==> src/rtl/ht_task_arbiter.sv <==
// Round-robin front end for the hash_table_top task port. A tag FIFO of
// requester IDs routes each in-order result back to the requester that issued it.

module ht_task_arbiter_lane #(
    parameter int ID = 0,
    parameter int GW = 2
) (
    input  logic [GW-1:0] grant_idx,
    input  logic          load,
    input  logic [GW-1:0] head_tag,
    input  logic          nonempty,
    input  logic          route,
    input  logic          rsp_ready,
    output logic          req_ready,
    output logic          rsp_valid,
    output logic          rsp_take
);
    logic mine_grant;
    logic mine_head;

    assign mine_grant = (grant_idx == GW'(ID));
    assign mine_head  = (head_tag == GW'(ID));

    assign req_ready = load & mine_grant;
    assign rsp_valid = route & mine_head;
    assign rsp_take  = nonempty & mine_head & rsp_ready;
endmodule

module ht_task_arbiter #(
    parameter int REQ_CNT     = 4,
    parameter int KEY_WIDTH   = 32,
    parameter int VALUE_WIDTH = 16,
    parameter int CMD_WIDTH   = 2,
    parameter int RES_WIDTH   = 64,
    parameter int TAG_DEPTH   = 16
) (
    input  logic                           clk_i,
    input  logic                           rst_i,
    input  logic [REQ_CNT-1:0]             req_valid_i,
    output logic [REQ_CNT-1:0]             req_ready_o,
    input  logic [REQ_CNT*KEY_WIDTH-1:0]   req_key_i,
    input  logic [REQ_CNT*VALUE_WIDTH-1:0] req_value_i,
    input  logic [REQ_CNT*CMD_WIDTH-1:0]   req_cmd_i,
    output logic                           task_valid_o,
    input  logic                           task_ready_i,
    output logic [KEY_WIDTH-1:0]           task_key_o,
    output logic [VALUE_WIDTH-1:0]         task_value_o,
    output logic [CMD_WIDTH-1:0]           task_cmd_o,
    input  logic                           res_valid_i,
    output logic                           res_ready_o,
    input  logic [RES_WIDTH-1:0]           res_data_i,
    output logic [REQ_CNT-1:0]             rsp_valid_o,
    input  logic [REQ_CNT-1:0]             rsp_ready_i,
    output logic [RES_WIDTH-1:0]           rsp_data_o,
    output logic [$clog2(TAG_DEPTH):0]     outstanding_o,
    output logic                           err_orphan_o
);
    localparam int GW = (REQ_CNT > 1) ? $clog2(REQ_CNT) : 1;
    localparam int PW = $clog2(TAG_DEPTH);
    localparam int CW = PW + 1;
    localparam logic [CW-1:0] FULL = CW'(TAG_DEPTH);

    typedef struct packed {
        logic [KEY_WIDTH-1:0]   key;
        logic [VALUE_WIDTH-1:0] value;
        logic [CMD_WIDTH-1:0]   cmd;
    } task_t;

    logic [REQ_CNT-1:0][KEY_WIDTH-1:0]   keys;
    logic [REQ_CNT-1:0][VALUE_WIDTH-1:0] vals;
    logic [REQ_CNT-1:0][CMD_WIDTH-1:0]   cmds;

    assign keys = req_key_i;
    assign vals = req_value_i;
    assign cmds = req_cmd_i;

    task_t          task_q;
    logic [GW-1:0]  last_grant;
    logic [GW-1:0]  grant_idx;
    logic [GW-1:0]  cand;
    logic           grant_found;
    logic           load;

    logic [GW-1:0]  tag_mem [TAG_DEPTH];
    logic [PW-1:0]  wr_ptr;
    logic [PW-1:0]  rd_ptr;
    logic [CW-1:0]  count;
    logic [GW-1:0]  head_tag;
    logic           empty;
    logic           route;
    logic           pop;
    logic [REQ_CNT-1:0] rsp_take;

    // Rotating priority: search starts one past the last winner and wraps.
    always_comb begin
        grant_found = 1'b0;
        grant_idx   = '0;
        cand        = '0;
        for (int k = 1; k <= REQ_CNT; k++) begin
            cand = GW'((int'(last_grant) + k) % REQ_CNT);
            if (!grant_found && req_valid_i[cand]) begin
                grant_found = 1'b1;
                grant_idx   = cand;
            end
        end
    end

    // The full check uses registered occupancy, so a same-cycle pop never frees a slot.
    assign load = !rst_i && (!task_valid_o || task_ready_i) && grant_found && (count < FULL);

    always_ff @(posedge clk_i) begin
        if (rst_i) begin
            task_valid_o <= 1'b0;
            task_q       <= '0;
            last_grant   <= GW'(REQ_CNT - 1);
        end else if (load) begin
            task_valid_o <= 1'b1;
            task_q       <= '{key: keys[grant_idx], value: vals[grant_idx], cmd: cmds[grant_idx]};
            last_grant   <= grant_idx;
        end else if (task_ready_i) begin
            task_valid_o <= 1'b0;
        end
    end

    assign task_key_o   = task_q.key;
    assign task_value_o = task_q.value;
    assign task_cmd_o   = task_q.cmd;

    always_ff @(posedge clk_i) begin
        if (load) tag_mem[wr_ptr] <= grant_idx;
    end

    always_ff @(posedge clk_i) begin
        if (rst_i) begin
            wr_ptr       <= '0;
            rd_ptr       <= '0;
            count        <= '0;
            err_orphan_o <= 1'b0;
        end else begin
            if (load) wr_ptr <= wr_ptr + PW'(1);
            if (pop)  rd_ptr <= rd_ptr + PW'(1);
            if (load && !pop)      count <= count + CW'(1);
            else if (pop && !load) count <= count - CW'(1);
            if (res_valid_i && empty) err_orphan_o <= 1'b1;
        end
    end

    assign head_tag      = tag_mem[rd_ptr];
    assign empty         = (count == '0);
    assign route         = res_valid_i && !empty && !rst_i;
    // With no owner the result is accepted and dropped so the hash table never stalls.
    assign res_ready_o   = empty || (|rsp_take);
    assign pop           = res_valid_i && res_ready_o && !empty;
    assign rsp_data_o    = res_data_i;
    assign outstanding_o = count;

    for (genvar i = 0; i < REQ_CNT; i++) begin : g_lane
        ht_task_arbiter_lane #(.ID(i), .GW(GW)) u_lane (
            .grant_idx (grant_idx),
            .load      (load),
            .head_tag  (head_tag),
            .nonempty  (!empty),
            .route     (route),
            .rsp_ready (rsp_ready_i[i]),
            .req_ready (req_ready_o[i]),
            .rsp_valid (rsp_valid_o[i]),
            .rsp_take  (rsp_take[i])
        );
    end
endmodule

==> config.mk <==
export PLATFORM = sky130hd
export DESIGN_NAME = ht_task_arbiter
export DESIGN_NICKNAME = d
export VERILOG_FILES = /design/src/rtl/ht_task_arbiter.sv
export SDC_FILE = /design/constraint.sdc
export NUM_CORES = 1
export LEC_CHECK = 0
export ABC_AREA = 1
export BUFFER_PORTS_ARGS = -buffer_cell sky130_fd_sc_hd__buf_4
export CAP_MARGIN = 20
export CORE_AREA = 4 4 155 157
export DETAILED_ROUTE_END_ITERATION = 10
export DIE_AREA = 0 0 159 161
export PLACE_DENSITY = 0.62
export SETUP_SLACK_MARGIN = 0.2
export SLEW_MARGIN = 20
export SYNTH_ARGS = -nofsm -noshare
export SYNTH_HDL_FRONTEND = slang
export SYNTH_HIERARCHICAL = 1
export SYNTH_SLANG_ARGS = --single-unit
==> constraint.sdc <==
create_clock -name clk_i -period 4.3 [get_ports clk_i]
set_input_delay 0.43 -clock clk_i [delete_from_list [all_inputs] [get_ports clk_i]]
set_output_delay 0.43 -clock clk_i [all_outputs]
set_load 0.1 [all_outputs]
# Yosys cells after proc, flatten, opt, wreduce, memory -nomap -nowiden
# Memory sizes are Yosys's and may differ from the RTL's. A register that Yosys moved wholly into a read port is not among the register bits.
# Index checks and enable logic that the tools add are counted.
# word_totals
register_bits	67
mem_bits_rw	32
input_bits	276
elab_cells	105
mem_count	1
# classes
add_sub_neg	8
order_cmp	6
eq_ne	6
n_mux	30
n_bitwise	16
reduce_logical	29
# memory_table
memory	words	word_bits	rd	rd_clocked_by_memory_dff	write_ports	line_no	text
tag_mem	16	2	1	1	1	84	logic [GW-1:0] tag_mem [TAG_DEPTH];
# ops
cell	count
$bmux W32 S2	1
$bmux W16 S2	1
$mux W32	1
$and A1 B1 Y1	16
$mux W16	1
$lt A2 B3 Y1 const B	5
$logic_and A1 B1 Y1	13
$mux W1	12
$mux W2	5
$mux W5	2
$add A4 B1 Y4 const B	2
$bmux W1 S2	4
$eq A2 B2 Y1 const B	4
$logic_not A1 Y1	8
$mux W4	2
$add A5 B1 Y5 const B	1
$logic_not A5 Y1	1
$lt A5 B5 Y1 const B	1
$sub A5 B1 Y5 const B	1
$add A2 B1 Y2 const B	2
$add A2 B2 Y2 const B	2
$bmux W2 S2	1
$eq A2 B1 Y1 const B	2
$logic_not A2 Y1	2
other kinds (3)	5

# Logic depth before layout (Yosys ltp)
# logic_depth
word_depth	19
mapped_depth	22
mapped_depth_nobuf	21

# Modules after synthesis
# The synthesis kept the hierarchy.
# by_module_without_submodules
mod	instances	cells_per_inst	area_per_inst_um2	seq_area_each_um2
ht_task_arbiter	1	934	6523.8	2382.3
ht_task_arbiter_lane at g_lane[1].u_lane ...	3	8	30.0	0.0
ht_task_arbiter_lane at g_lane[0].u_lane	1	10	37.5	0.0

# Least setup slack after synthesis
# OpenSTA, ideal clock, no wires.
# synth_timing
path_kind	register to register
from	register (tool-made name)
to	register count[4] (netlist: outstanding_o[4])
setup_ns	0.071
arrival_ns	4.172
setup_slack_ns	0.057
stages_incl_launch_ff	21
n_path_buf	2
synth_period_minus_slack_ns	4.243
path_cell_list	dfxtp_1 > clkbuf_1 > buf_1 > mux2i_1 > o211ai_1 > o211ai_1 > nand2_1 > inv_1 > nand2_1 > nor2_1 > nor4_1 > nand2_1 > nand3_1 > ha_1 > inv_1 > fa_1 > a21o_1 > a21oi_1 > xor2_1 > nand2_1 > a21oi_1
# synth_lines
item	line_no	text
end signal: assignment	142	if (load && !pop) count <= count + CW'(1);
end signal: assignment	143	else if (pop && !load) count <= count - CW'(1);
end: declaration	87	logic [CW-1:0] count;

# Worst setup path after layout
# layout_timing
from	register last_grant[0]
to	output req_ready_o[2]
# layout_via
elab_chain_len	16
# layout_lines
item	line_no	text
start: declaration	78	logic [GW-1:0] last_grant;
start signal: assignment	115	last_grant <= GW'(REQ_CNT - 1);
start signal: assignment	119	last_grant <= grant_idx;
$add A2 B1 Y2	100	cand = GW'((int'(last_grant) + k) % REQ_CNT);
$bmux W1 S2	101	if (!grant_found && req_valid_i[cand]) begin
$mux W1 (not written as such)	101	
$mux W1	101	
$logic_not A1 Y1	101	
$logic_and A1 B1 Y1	101	
$mux W1	101	
$logic_not A1 Y1	101	
$logic_and A1 B1 Y1	101	
$mux W1	101	
$logic_not A1 Y1	101	
$logic_and A1 B1 Y1	101	
$mux W1	101	
$logic_and A1 B1 Y1 (2 in series)	109	assign load = !rst_i && (!task_valid_o || task_ready_i) && grant_found && (count < FULL);
$and A1 B1 Y1 *	24	assign req_ready = load & mine_grant;
end: declaration	40	output logic [REQ_CNT-1:0] req_ready_o,
# Every way passes the cells marked *; elsewhere a longest branch is shown, timed or not. The select of a mux whose other input is x is not followed.

==> impl_table.tex <==
\begin{tabular}{lr}
\hline
Metric & Value \\
\hline
\multicolumn{2}{l}{\textbf{Run status}} \\
\quad Status & complete, no violations \\
\multicolumn{2}{l}{\textbf{Timing}} \\
\quad Slew Limit Headroom & 32.0\% \\
\quad Final-report hold violation count & 0 \\
\quad Unrepaired setup endpoints after global routing & false \\
\quad Crit share post-route & 83.1\% \\
\quad Setup TNS & 0 ns \\
\quad Shortest clock period the worst path allows after layout & 3.57 ns \\
\quad Minimum hold slack & 0.328 ns \\
\quad Max-slew violations & 0 \\
\quad Max Freq & 0.280 GHz \\
\quad Setup Skew & 0.0135 ns \\
\quad Setup violation total in the final timing report & 0 \\
\quad Slew @ Worst Pin & 1.02 ns \\
\multicolumn{2}{l}{\textbf{Critical path}} \\
\quad Worst-case reg-to-reg path depth & 18 \\
\quad Startpoint kind of the worst setup timing path & register \\
\quad Timing startpoint of the critical path & last\_grant[0] \\
\quad Class of the most critical setup path & register to output pin \\
\quad Crit-path slowest cell & dfxtp\_1 \\
\quad Critical Path Fanout Max & 53 \\
\quad Count of buffer and inverter cells on the critical path & 5 \\
\quad Number of stages on the worst setup path & 12 \\
\quad Top cell by count, worst path & nand2\_1 \\
\quad Largest stage delay on the critical path & 0.64 ns \\
\quad CP cell instances & inv\_2 -> nand2\_1 -> nand2\_1 -> o21ai\_0 -> inv\_1 -> nand3\_1 -> nand2\_2 -> inv\_2 -> buf\_4 -> nand2\_1 -> nor2\_1 -> buf\_4 \\
\quad Critical path's top delay family & buffers and inverters \\
\quad Crit path DAT & 3.14 ns \\
\quad Endpoint type of the worst setup path & output pin \\
\quad Required time reported for the critical path endpoint & 3.87 ns \\
\multicolumn{2}{l}{\textbf{Clock tree}} \\
\quad Clock Tree Buf Depth & 2 \\
\quad CTS root buffer & clkbuf\_16 \\
\quad Maximum level of the CTS H-tree & 3 \\
\quad Number of buffers inserted during clock tree synthesis & 9 \\
\quad Number of sinks handled by clock tree synthesis & 103 \\
\quad Worst-path clk slew & 0.09 ns \\
\quad Clock tree from TritonCTS & yes \\
\quad Clock latency of the later-clocked register in the worst-skew pair & 0.36 ns \\
\multicolumn{2}{l}{\textbf{Synth}} \\
\quad Syn\_area\_per\_cell & 6.87 um\^{}2 \\
\quad Yosys warnings & 6 \\
\quad Synth Net Count & 1254 \\
\quad Post-synth EDFFs & 32 \\
\quad Share of the yosys chip area belonging to registers & 35.8\% \\
\quad Top FF cell, synth & dfxtp\_1 \\
\quad Post-synth ARST share & 0\% \\
\quad Mapped Area & 6650 um\^{}2 \\
\quad Seq cells post-synth & 103 \\
\quad Synthesized instance count & 968 \\
\quad Number of distinct library cell variants in the gate-level netlist after synthesis & 35 \\
\multicolumn{2}{l}{\textbf{Drt}} \\
\quad Router iterations before antenna repair & 5 \\
\quad Routed wire length & 23100 um \\
\quad DRC viols & 0 \\
\quad Number of nets still failing antenna checks after routing & 0 \\
\quad Iteration-0 DRC Markers & 529 \\
\quad Average routed wire per standard cell & 16.2 um \\
\quad Average vias per placed instance & 4.83 \\
\quad Count of vias placed by the detailed router & 6899 \\
\multicolumn{2}{l}{\textbf{Global routing}} \\
\quad Wire length of the first global-routing pass & 35700 um \\
\quad Initial antenna violation count & 0 \\
\quad Maximum number of pins on one net before global-route repair & 94 \\
\quad Number of global-route vias before repair & 6683 \\
\quad GR Overflow Total & 0 \\
\quad Global Route Usage Sum & 17.2\% \\
\multicolumn{2}{l}{\textbf{Pwr}} \\
\quad Clock power frac & 10.2\% \\
\quad Sw power & 4.85 mW \\
\quad Sequential cell fraction of total power & 19.6\% \\
\quad Share of power burned in combinational logic & 70.3\% \\
\quad Leakage power & 4.22 nW \\
\quad Pint & 3.22 mW \\
\quad Power per cell area & 933 nW/um\^{}2 \\
\quad Highest ir drop seen on vdd & 0.000530 V \\
\quad Switching share of power & 60.1\% \\
\multicolumn{2}{l}{\textbf{Die}} \\
\quad Initial Utilization & 29.6\% \\
\quad Die outline width & 159 um \\
\quad Die Y & 161 um \\
\quad Row Count & 55 \\
\quad Ports placed on the boundary & 406 \\
\quad Floorplan die area & 25600 um\^{}2 \\
\quad Core area & 22500 um\^{}2 \\
\multicolumn{2}{l}{\textbf{Place}} \\
\quad Total of buffers placed on input and output ports & 277 \\
\quad Detail Placement HPWL & 16900 um \\
\quad Global placer's final weighted congestion & 0.843 \\
\multicolumn{2}{l}{\textbf{Min path}} \\
\quad Number of cells on the worst hold path & 3 \\
\quad Start point of the worst min-delay path & res\_valid\_i \\
\quad Hold crit path type & input pin to register \\
\multicolumn{2}{l}{\textbf{Layout}} \\
\quad Fraction of layout cells with a size suffix above 1 & 27.8\% \\
\quad Total inserted antenna cells & 0 \\
\quad Layout Nets & 1423 \\
\quad Area growth from synthesis to layout & 30.1\% \\
\multicolumn{2}{l}{\textbf{Flow run}} \\
\quad Count of maximum capacitance violations & 0 \\
\hline
\end{tabular}
-- worst reg2reg max path, delay by kind of cell (launching register included) --
kind / cells / cell delay, ns
flip-flops: 1 / 0.51
buffers and inverters: 3 / 0.38
XOR/XNOR: 1 / 0.16
AND/OR/NAND/NOR: 8 / 1.10
AO/OA/AOI/OAI: 4 / 0.66
adder cells (fa/ha/maj): 2 / 0.67
-- power by group through the flow --
| stage | clock, mW | combinational (mW) | sequential (mW) |
|---|---|---|---|
| after floorplan | 0 | 3.38 | 2.99 |
| after CTS | 0.851 | 5.73 | 1.58 |
| after global routing | 0.887 | 6.17 | 1.62 |
| after detailed placement | 0 | 5.72 | 1.60 |
| after global placement | 0 | 5.68 | 1.59 |
| final | 0.822 | 5.67 | 1.58 |
-- stage by stage --
step           utilization [%]  setup slack (ns)  instances  total power [mW]  cell area, um^2
3_3_place_gp              37.1             0.601       1411              7.28             8360
2_1_floorplan                -             0.346        968              6.37             6650
3_5_place_dp              37.1             0.469       1411              7.32             8360
5_1_grt                   38.5             0.431       1427              8.68             8650
4_1_cts                   38.4             0.465       1427              8.16             8650
6_report                  38.5             0.726       1427              8.07             8650
-- cell usage in the layout (no fill, tap or decap), types with 3 or more instances in the layout --
| master | n |
|---|---|
| ha_1 | 9 |
| mux2i_1 | 8 |
| nor2_1 | 68 |
| edfxtp_1 | 32 |
| nand3_1 | 284 |
| dfxtp_1 | 70 |
| clkbuf_16 | 9 |
| xor2_1 | 3 |
| inv_2 | 5 |
| nor2_4 | 3 |
| buf_4 | 283 |
| inv_1 | 53 |
| nand2_1 | 238 |
| inv_8 | 3 |
| nand2_2 | 3 |
| o211ai_1 | 8 |
| nor3_1 | 3 |
| o21ai_0 | 23 |
| a21oi_1 | 19 |
-- sequential cells by signal, summed over array words and instances (netlist names), named ones only --
name and cells:
tag_mem 32, task_key_o 32, task_value_o 16, outstanding_o 5, rd_ptr 4, wr_ptr 4, last_grant 2, task_cmd_o 2
err_orphan_o 1, task_valid_o 1
-- Yosys cell counts, types with 2 or more instances --
cell type	n	share of area [%]
dfxtp_1	71	21
nor2_4	2	0.34
nor2_1	68	3.8
nor2_2	2	0.19
inv_1	53	3.0
edfxtp_1	32	14
nor3_1	3	0.23
buf_1	3	0.17
nand3_1	284	21
clkbuf_1	13	0.73
ha_1	9	1.7
inv_2	3	0.17
a21oi_1	19	1.4
o211ai_1	8	0.90
o21ai_0	23	1.7
mux2i_1	8	1.2
nand2_1	239	13
buf_4	80	9.0
nand2_2	2	0.19
buf_2	29	2.2
xor2_1	3	0.40
-- worst paths after layout --
path,end,slack (ns)
max reg2reg,outstanding_o[4],0.74
min,err_orphan_o,0.33
max,req_ready_o[2],0.73
min reg2reg,task_key_o[3],0.47
-- cells by family (layout without fill, tap and decap cells) --
logic type,count (synthesis),in the layout,share of synthesized area (%)
AND/OR/NAND/NOR,606,606,40.4
buffers and inverters,184,358,15.6
flip-flops,103,103,35.8
AO/OA/AOI/OAI,53,53,4.42
adder cells (fa/ha/maj),10,10,1.99
multiplexers,8,8,1.20
XOR/XNOR,4,4,0.527
-- layout make-up --
cell class              count  area, um^2
flip-flops and latches    103        2380
clock buffers               9         225
repair buffers            284        2140
inverters                  58         220
well taps                 285         357
clock inverters             7        67.6
fillers                  2366       13800
multi-input cells         681        3260
-- timing repair --
item / CTS / global route
gates resized for setup: 0 / 1
endpoints found under the setup margin: 0 / 2
setup buffers: 0 / 0
hold buffers: 0 / 0
-- layer usage --
metal | vias to the layer above | routed length [um] | GRT usage [%]
met5 | - | 0 | 0
met4 | 0 | 554 | 6.23
met3 | 43 | 1740 | 4.18
met2 | 256 | 11300 | 29.4
met1 | 3119 | 9540 | 21.0
li1 | 3481 | - | -
No activity file was read; power rests on OpenSTA's default activity.
